==> src/rtl/tdm_demux_1x4_pkg.sv <==
// Shared TDM definitions. The transmitter mux/counter and the demux both use them,
// so slot numbering and channel placement are the same on both ends of the link.
package tdm_pkg;

    localparam int CHANNELS = 4;
    localparam int SLOT_W   = 2;

    typedef enum logic {
        HUNT,
        LOCKED
    } state_e;

    // Bit offset of a channel inside a packed, slot-ordered word.
    function automatic int unsigned slot_lsb(input logic [SLOT_W-1:0] slot,
                                             input int unsigned       width);
        return int'(slot) * width;
    endfunction

endpackage

==> src/rtl/tdm_demux_1x4_if.sv <==
// Serial TDM link on one side, parallel channel outputs on the other.
interface tdm_demux_1x4_if #(
    parameter int WIDTH = 1
);
    import tdm_pkg::*;

    logic [WIDTH-1:0]          In;
    logic                      In_valid;
    logic                      Frame_sync;
    logic [CHANNELS*WIDTH-1:0] Out;
    logic                      Out_valid;
    logic [SLOT_W-1:0]         Slot;
    logic                      Locked;
    logic                      Sync_err;

    modport master (
        output In, In_valid, Frame_sync,
        input  Out, Out_valid, Slot, Locked, Sync_err
    );

    modport slave (
        input  In, In_valid, Frame_sync,
        output Out, Out_valid, Slot, Locked, Sync_err
    );

endinterface

==> src/rtl/tdm_demux_1x4_slot_decode.sv <==
// One-hot write-enable decoder: selects the channel register written by a beat.
module tdm_slot_decode
    import tdm_pkg::*;
(
    input  logic [SLOT_W-1:0]   slot,
    input  logic                en,
    output logic [CHANNELS-1:0] we
);

    always_comb begin
        we       = '0;
        we[slot] = en;
    end

endmodule

==> src/rtl/tdm_demux_1x4.sv <==
// Four-channel TDM demultiplexer: locks on the slot-0 frame-sync marker, gathers a
// frame in shadow registers and publishes it in parallel with a one-cycle valid pulse.
module tdm_demux_1x4
    import tdm_pkg::*;
#(
    parameter int WIDTH = 1
) (
    input  logic           clk,
    input  logic           rst,
    tdm_demux_1x4_if.slave bus
);

    localparam int SHADOW_W = (CHANNELS - 1) * WIDTH;
    localparam int OUT_W    = CHANNELS * WIDTH;

    state_e                state_q, state_d;
    logic [SLOT_W-1:0]     slot_q, slot_d;
    logic [SHADOW_W-1:0]   shadow_q, shadow_d;
    logic [OUT_W-1:0]      out_q, out_d;
    logic                  out_valid_q, out_valid_d;
    logic                  sync_err_q, sync_err_d;

    logic                  sync_beat;
    logic                  wr_en;
    logic [SLOT_W-1:0]     wr_slot;
    logic [CHANNELS-1:0]   we;

    // A sync beat always restarts the frame at slot 0, whatever the counter says.
    assign sync_beat = bus.In_valid & bus.Frame_sync;
    assign wr_slot   = bus.Frame_sync ? '0 : slot_q;
    assign wr_en     = bus.In_valid & (bus.Frame_sync | (state_q == LOCKED));

    tdm_slot_decode u_slot_decode (
        .slot (wr_slot),
        .en   (wr_en),
        .we   (we)
    );

    always_comb begin
        state_d     = state_q;
        slot_d      = slot_q;
        shadow_d    = shadow_q;
        out_d       = out_q;
        out_valid_d = 1'b0;
        sync_err_d  = 1'b0;

        for (int k = 0; k < CHANNELS - 1; k++) begin
            if (we[k]) begin
                shadow_d[slot_lsb(SLOT_W'(k), WIDTH) +: WIDTH] = bus.In;
            end
        end

        // The last slot is never shadowed; it goes straight into the published frame.
        if (we[CHANNELS-1]) begin
            out_d       = {bus.In, shadow_q};
            out_valid_d = 1'b1;
        end

        case (state_q)
            HUNT: begin
                if (sync_beat) begin
                    state_d = LOCKED;
                    slot_d  = SLOT_W'(1);
                end
            end
            LOCKED: begin
                if (sync_beat) begin
                    sync_err_d = (slot_q != '0);
                    slot_d     = SLOT_W'(1);
                end else if (bus.In_valid) begin
                    slot_d = slot_q + SLOT_W'(1);
                end
            end
            default: begin
                state_d = HUNT;
                slot_d  = '0;
            end
        endcase
    end

    always_ff @(posedge clk) begin
        if (rst) begin
            state_q     <= HUNT;
            slot_q      <= '0;
            shadow_q    <= '0;
            out_q       <= '0;
            out_valid_q <= 1'b0;
            sync_err_q  <= 1'b0;
        end else begin
            state_q     <= state_d;
            slot_q      <= slot_d;
            shadow_q    <= shadow_d;
            out_q       <= out_d;
            out_valid_q <= out_valid_d;
            sync_err_q  <= sync_err_d;
        end
    end

    assign bus.Out       = out_q;
    assign bus.Out_valid = out_valid_q;
    assign bus.Slot      = slot_q;
    assign bus.Locked    = (state_q == LOCKED);
    assign bus.Sync_err  = sync_err_q;

endmodule

==> src/flat_wrapper.sv <==
// flat-port wrapper written by rule: the top's interface ports become plain ports
module tdm_demux_1x4_flat import tdm_pkg::*;
#(
    parameter int WIDTH = 1
)
  (clk, rst, bus_In, bus_In_valid, bus_Frame_sync, bus_Out, bus_Out_valid, bus_Slot, bus_Locked, bus_Sync_err);
  tdm_demux_1x4_if #(.WIDTH(WIDTH)) bus_i ();
  input  logic clk;
  input  logic rst;
  input wire logic [$bits(bus_i.In)-1:0] bus_In;
  input wire logic [$bits(bus_i.In_valid)-1:0] bus_In_valid;
  input wire logic [$bits(bus_i.Frame_sync)-1:0] bus_Frame_sync;
  output wire logic [$bits(bus_i.Out)-1:0] bus_Out;
  output wire logic [$bits(bus_i.Out_valid)-1:0] bus_Out_valid;
  output wire logic [$bits(bus_i.Slot)-1:0] bus_Slot;
  output wire logic [$bits(bus_i.Locked)-1:0] bus_Locked;
  output wire logic [$bits(bus_i.Sync_err)-1:0] bus_Sync_err;
  assign bus_i.In = bus_In;
  assign bus_i.In_valid = bus_In_valid;
  assign bus_i.Frame_sync = bus_Frame_sync;
  assign bus_Out = bus_i.Out;
  assign bus_Out_valid = bus_i.Out_valid;
  assign bus_Slot = bus_i.Slot;
  assign bus_Locked = bus_i.Locked;
  assign bus_Sync_err = bus_i.Sync_err;
  tdm_demux_1x4 #(.WIDTH(WIDTH)) u_core (.clk(clk), .rst(rst), .bus(bus_i));
endmodule
==> config.mk <==
export PLATFORM = sky130hd
export DESIGN_NAME = tdm_demux_1x4_flat
export DESIGN_NICKNAME = d
export VERILOG_FILES = /design/src/rtl/tdm_demux_1x4_pkg.sv /design/src/rtl/tdm_demux_1x4_if.sv /design/src/rtl/tdm_demux_1x4_slot_decode.sv /design/src/rtl/tdm_demux_1x4.sv /design/src/flat_wrapper.sv
export SDC_FILE = /design/constraint.sdc
export NUM_CORES = 1
export LEC_CHECK = 0
export CORE_AREA = 2 2 39 41
export CTS_BUF_LIST = sky130_fd_sc_hd__clkbuf_4 sky130_fd_sc_hd__clkbuf_8 sky130_fd_sc_hd__clkbuf_16
export DETAILED_ROUTE_END_ITERATION = 8
export DIE_AREA = 0 0 41 43
export PLACE_DENSITY = 0.71
export RECOVER_POWER = 100
export SYNTH_ARGS = -nofsm -noshare
export SYNTH_HDL_FRONTEND = slang
export SYNTH_SLANG_ARGS = --single-unit
==> constraint.sdc <==
create_clock -name clk -period 3.8 [get_ports clk]
set_clock_uncertainty 0.1 [all_clocks]
set_input_delay 0.76 -clock clk [delete_from_list [all_inputs] [get_ports clk]]
set_output_delay 0.76 -clock clk [all_outputs]
set_load 0.01 [all_outputs]
==> impl_metrics.ini, run 1 <==
[run_status]
status = complete, no violations

[final_layout]
drive_gt1_share_pct = 7.69
area_growth_pct = 33.6
fillers = 133
n_antenna_cell = 0
final_cell_count_no_fill = 81
layout.nets = 72
fin_area_sq_um = 672
final_cell_mix = dlygate4sd3_1 (12), dfxtp_1 (12), nand2b_1 (8)

[sta]
fmax_ghz = 0.457
setup-tns-final_ns = 0
hold_viol = 0
setup_viol = 0
maxSlewHeadroom_pct = 75.0
tightest_slew_ns = 0.373
grt_setup_unrepaired = false
period_needed_ns = 2.19
period_share_pct = 57.6
drv_slew = 0

[worst_setup_path]
crit_arrival_ns = 1.33
cp-start-kind = flop
critical_path.top_delay_family = buffers and inverters
critPathSlowestCell = dlygate4sd3_1
path_buf_inv = 1
crit_fanout = 6
cp-end-kind = output pin
required_ns = 2.94
max_stage_delay_ns = 0.63
cp_cell_sequence = dlygate4sd3_1
worstSetupPathType = reg -> out

[pwr]
peakVddDrop_uv = 160
powerDensity_nw_per_um2 = 371
sw_frac_of_total_pct = 21.1
comb_power_share_pct = 7.9
p_leak_uw = 0.000277
clkPwrFrac_pct = 39.7
intPower_uw = 197
p_switching_uw = 52.7
pwr-share-seq_pct = 52.4

[routing]
vias_per_cell = 4.83
first_iter_violations = 4
drc_errors = 0
vias = 391
postRouteWirelength_microns = 870
antenna_left = 0
dr.pass1.iters = 2
avgRoutedWirePerCell_microns = 10.7

[die]
pin_count = 14
coreArea_sq_um = 1380
fp.dieW_microns = 41
start_util_pct = 36.3
die_h_microns = 43
die-area_sq_um = 1760
rows = 14

[cts]
cts_resized = 0
clock_sinks = 12
clock_latency_ns = 0.27
htreeDepth = 1
cts_inserted_buffers = 3
cts-root-buf = clkbuf_4
post_cts_buffers = 0
cts_tree = yes
hold_buffers = 0
path_clk_slew_ns = 0.07
clock_path_buffers = 2

[global_routing]
groute.usage.overall_pct = 11.7
antenna_found_initial = 0
grt_pass1_vias = 320
grt_max_degree = 14
overflow = 0
grt_pass1_wl_microns = 1340

[placement]
post-dp-hpwl_microns = 647
placed_area_sq_um = 638
gp_congestion = 0.764
io_buffers = 13
dp.cells = 77

[synth]
ys_ff_latch = 12
syn_area_sq_um = 503
avgSynthCellArea_sq_um = 10.1
syn_nets = 56
ys_types = 19
yosysSeqAreaShare_pct = 47.8
yosysWarnings = 0
synthCells = 50

[job]
drv_cap = 0

[worst_hold_path]
hp-class = reg -> reg
-- path summary, 6_finish.rpt --
check | from | endpoint | slack [ns] | cells after the start
min | u_core.bus.Out[0] | u_core.bus.Out[0] | 0.38 | 2
max reg2reg | u_core.bus.Slot[1] | u_core.bus.Slot[1] | 2.39 | 5
min reg2reg | u_core.bus.Out[0] | u_core.bus.Out[0] | 0.38 | 2
max | u_core.bus.Slot[0] | bus_Slot[0] | 1.61 | 1
-- cell usage after synthesis, drive strengths merged --
library cell,number,area (sq um)
and4b,1,13.8
o32ai,1,8.76
mux2i,7,70.1
o21a,1,7.51
dfxtp,12,240
nor4b,1,8.76
and2,1,8.76
o31ai,1,7.51
a21oi,1,5.00
buf,1,11.3
nand2b,8,50.1
nor2b,1,6.26
clkbuf,1,3.75
nor3,1,5.00
nand2,4,15.0
nor4,1,6.26
ha,1,12.5
nor2,3,11.3
inv,3,11.3
-- state kept, by name (all words and copies together) (netlist names) --
register / cells
u_core.bus.Locked: 1
u_core.bus.Out: 4
u_core.bus.Out_valid: 1
u_core.bus.Slot: 2
u_core.bus.Sync_err: 1
u_core.shadow_q: 3
-- per-stage QoR --
stage | power (uW) | utilization (%) | hold slack [ns] | worst slack, ns
after floorplan | 144 | - | 0.358 | 2.17
after global placement | 155 | 46.1 | 0.367 | 1.65
after detailed placement | 155 | 46.1 | 0.369 | 1.60
after CTS | 255 | 48.7 | 0.389 | 1.66
after global routing | 263 | 48.6 | 0.420 | 1.56
final | 250 | 48.6 | 0.375 | 1.61
-- metal layers --
layer	track usage [%]	vias up	wire, microns
met5	0	-	0
met4	12.0	0	36
met3	1.57	4	24
met2	15.0	10	378
met1	15.4	176	430
li1	-	201	-
-- worst min-delay path: stages, from the launching register on --
cell and delay, ns:
dfxtp_1 0.31, nand2b_1 0.06, mux2i_1 0.06
-- area by class of cell --
cell class                 count  area, sq um  area share (%)
clock buffer                   4         36.3            5.40
inverter                       3         11.3            1.68
multi-input combinational     33          234            34.8
sequential                    12          240            35.8
tap                           16         20.0            2.98
timing repair buffer          13          130            19.4
-- power groups by stage --
stage	combinational, uW	sequential [uW]	clock (uW)
after global routing	21.9	131	110
after global placement	21.0	134	0
after CTS	21.2	131	103
after detailed placement	21.0	134	0
after floorplan	9.77	134	0
final	19.7	131	99.1
-- cells by family after synthesis --
| logic type | count (synthesis) | synth area share (%) |
|---|---|---|
| AND/OR/NAND/NOR | 21 | 24.9 |
| flip-flops | 12 | 47.8 |
| multiplexers | 7 | 13.9 |
| buffers and inverters | 5 | 5.22 |
| AO/OA/AOI/OAI | 4 | 5.72 |
| adder cells (fa/ha/maj) | 1 | 2.49 |
(Power assumes the default switching activity.)
==> inputs of run 2 (changes only) <==
Clock period 3.8 ns to 2.1 ns, I/O delays scaled along.
==> results of run 2 <==
The final DEF is identical to that of run 1. Status: complete, no violations.
Main changes from that run: setup slack after placement 1.60 ns -> 0.241 ns; setup slack after layout 1.61 ns -> 0.253 ns; register-to-register setup slack 2.39 ns -> 0.69 ns; total power 250 uW -> 451 uW; worst IR drop on VDD 160 uV -> 290 uV
==> inputs of run 3 (changes only) <==
Settings changed: ABC_AREA set to 1, PLACE_DENSITY 0.71 to 0.75.
==> run 3 against run 2 <==
Critical path type unchanged. Combinational power up 22%. Sequential cell count unchanged. Utilization up 3.4 points. Maximum frequency decreased by 0.95%. Die area did not move. Non-clock buffer count rose by 1. Final area grew 7.1%. Register-to-register slack about the same. Final cell count increased by 38%. Routed wire length rose by 18%. Synthesized cell count rose by 58%. Worst setup slack worse by 0.018 ns.
==> impl_metrics.ini, run 3 <==
[sta]
setup-tns-final_ns = 0
setup_viol = 0
hold_viol = 0
drv_slew = 0
period_share_pct = 88.8
fmax_ghz = 0.536
holdWs_ns = 0.399
maxSlewHeadroom_pct = 71.1
grt_setup_unrepaired = false
tightest_slew_ns = 0.432
period_needed_ns = 1.86

[worst_setup_path]
required_ns = 1.58
cp-end-kind = output pin
path_buf_inv = 1
crit_fanout = 6
cp-start-kind = flop
cp_cell_sequence = dlygate4sd3_1
max_stage_delay_ns = 0.63
r2r_slack_ns = 0.68
crit_arrival_ns = 1.34
critical_path.top_delay_family = buffers and inverters
critPathSlowestCell = dlygate4sd3_1
worstSetupPathType = reg -> out

[pwr]
peakVddDrop_uv = 223
powerDensity_nw_per_um2 = 655
pwr-share-seq_pct = 50.5
p_leak_uw = 0.000339
comb_power_share_pct = 9.2
clkPwrFrac_pct = 40.3
sw_frac_of_total_pct = 24.1
intPower_uw = 358
p_switching_uw = 113
p_total_uw = 471

[die]
start_util_pct = 40.0
coreArea_sq_um = 1380
fp.dieW_microns = 41
pin_count = 14
die-area_sq_um = 1760
rows = 14
die_h_microns = 43

[synth]
avgSynthCellArea_sq_um = 7.00
ys_types = 16
ys_ff_latch = 12
synth_common_cells = nand2_1 (17), inv_1 (15), dfxtp_1 (12)
synth_ff_type = dfxtp_1
synth_most_common_cell = nand2_1
yosysWarnings = 0
yosys-top-cells-area = dfxtp_1 (43%), nand2_1 (12%), inv_1 (10%)
synthArstFlopShare_pct = 0
yosys.area.top_type = dfxtp_1
syn_area_sq_um = 553
synth_top_area_share_pct = 43.4
synthCells = 79
yosysSeqAreaShare_pct = 43.4
syn_nets = 85
synth_edf_count = 0

[global_routing]
grt_pass1_wl_microns = 1700
grt_max_degree = 9
grt_pass1_vias = 423
groute.usage.overall_pct = 14.9
overflow = 0
antenna_found_initial = 0

[job]
drv_cap = 0

[final_layout]
area_growth_pct = 30.1
fin_area_sq_um = 719
layout.nets = 103
final_cell_count_no_fill = 112
n_antenna_cell = 0
final_common_cell = nand2_1
fillers = 139
final_cell_mix = nand2_1 (18), inv_1 (16), dfxtp_1 (12)
drive_gt1_share_pct = 9.38
largest_reg_flops = 4

[cts]
post_cts_buffers = 0
cts-root-buf = clkbuf_4
clock_latency_ns = 0.29
htreeDepth = 1
hold_buffers = 0
clock_sinks = 12
path_clk_slew_ns = 0.08
cts_tree = yes
cts_resized = 0
clock_path_buffers = 2
cts_inserted_buffers = 3

[placement]
io_buffers = 13
gp_congestion = 0.892
dp.cells = 108
placed_area_sq_um = 706
post-dp-hpwl_microns = 800

[worst_hold_path]
hp-class = reg -> reg

[routing]
first_iter_violations = 14
dr.pass1.iters = 3
antenna_left = 0
vias_per_cell = 4.60
vias = 515
drc_errors = 0
postRouteWirelength_microns = 1030
avgRoutedWirePerCell_microns = 9.20

[run_status]
status = complete, no violations
-- run 3: cell count changes in the layout (fill, tap and decap cells not counted), moves of 4 or more --
cell	change
nor2_1	+6
mux2i_1	-7
inv_1	+13
nand3_1	+7
nand2_1	+14
a21oi_1	+4
nand2b_1	-8
-- run 3: logic make-up after synthesis --
family	count (synthesis)	share of synthesized area [%]
buf+inv	19	13.1
flops	12	43.4
compound gates	6	5.43
fa+ha+maj	1	2.26
simple gates	41	35.7
-- run 3: power groups by stage --
| stage | Clock, uW | Sequential (uW) | Combinational [uW] |
|---|---|---|---|
| 5_1_grt | 201 | 239 | 49.0 |
| 3_3_place_gp | 0 | 243 | 48.3 |
| 4_1_cts | 190 | 238 | 48.9 |
| 6_report | 190 | 238 | 43.5 |
| 3_5_place_dp | 0 | 244 | 48.9 |
| 2_1_floorplan | 0 | 244 | 25.6 |
-- run 3: final timing paths --
check / cells past startpoint / end / start
worst min register to register: 2 / u_core.shadow_q[2] / u_core.shadow_q[2]
worst max register to register: 6 / u_core.bus.Out[3] / u_core.bus.Slot[0]
worst max-delay path: 1 / bus_Slot[0] / u_core.bus.Slot[0]
worst min-delay path: 2 / u_core.shadow_q[2] / u_core.shadow_q[2]
-- run 3: layer usage --
layer / wire length (microns) / part of all wire [%] / global-route usage [%] / vias to the layer above
met1: 474 / 46 / 17.4 / 225
met2: 485 / 47 / 20.9 / 10
met4: 46 / 4.5 / 14.0 / 0
li1: - / - / - / 275
met5: 0 / 0 / 0 / -
met3: 23 / 2.2 / 3.14 / 5
-- run 3: area by class of cell --
| cell class | instances | area [sq um] | share of cell area, % |
|---|---|---|---|
| well taps | 16 | 20.0 | 2.78 |
| multi-input cells | 48 | 221 | 30.8 |
| repair buffers | 14 | 134 | 18.6 |
| flip-flops and latches | 12 | 240 | 33.4 |
| inverters | 18 | 67.6 | 9.39 |
| clock buffers | 4 | 36.3 | 5.04 |
-- run 3: metrics by stage --
step	setup WS, ns	utilization (%)
floorplan	0.872	-
global placement	0.425	51.0
detailed placement	0.410	51.0
CTS	0.276	53.6
global route	0.135	52.0
finish	0.235	52.0
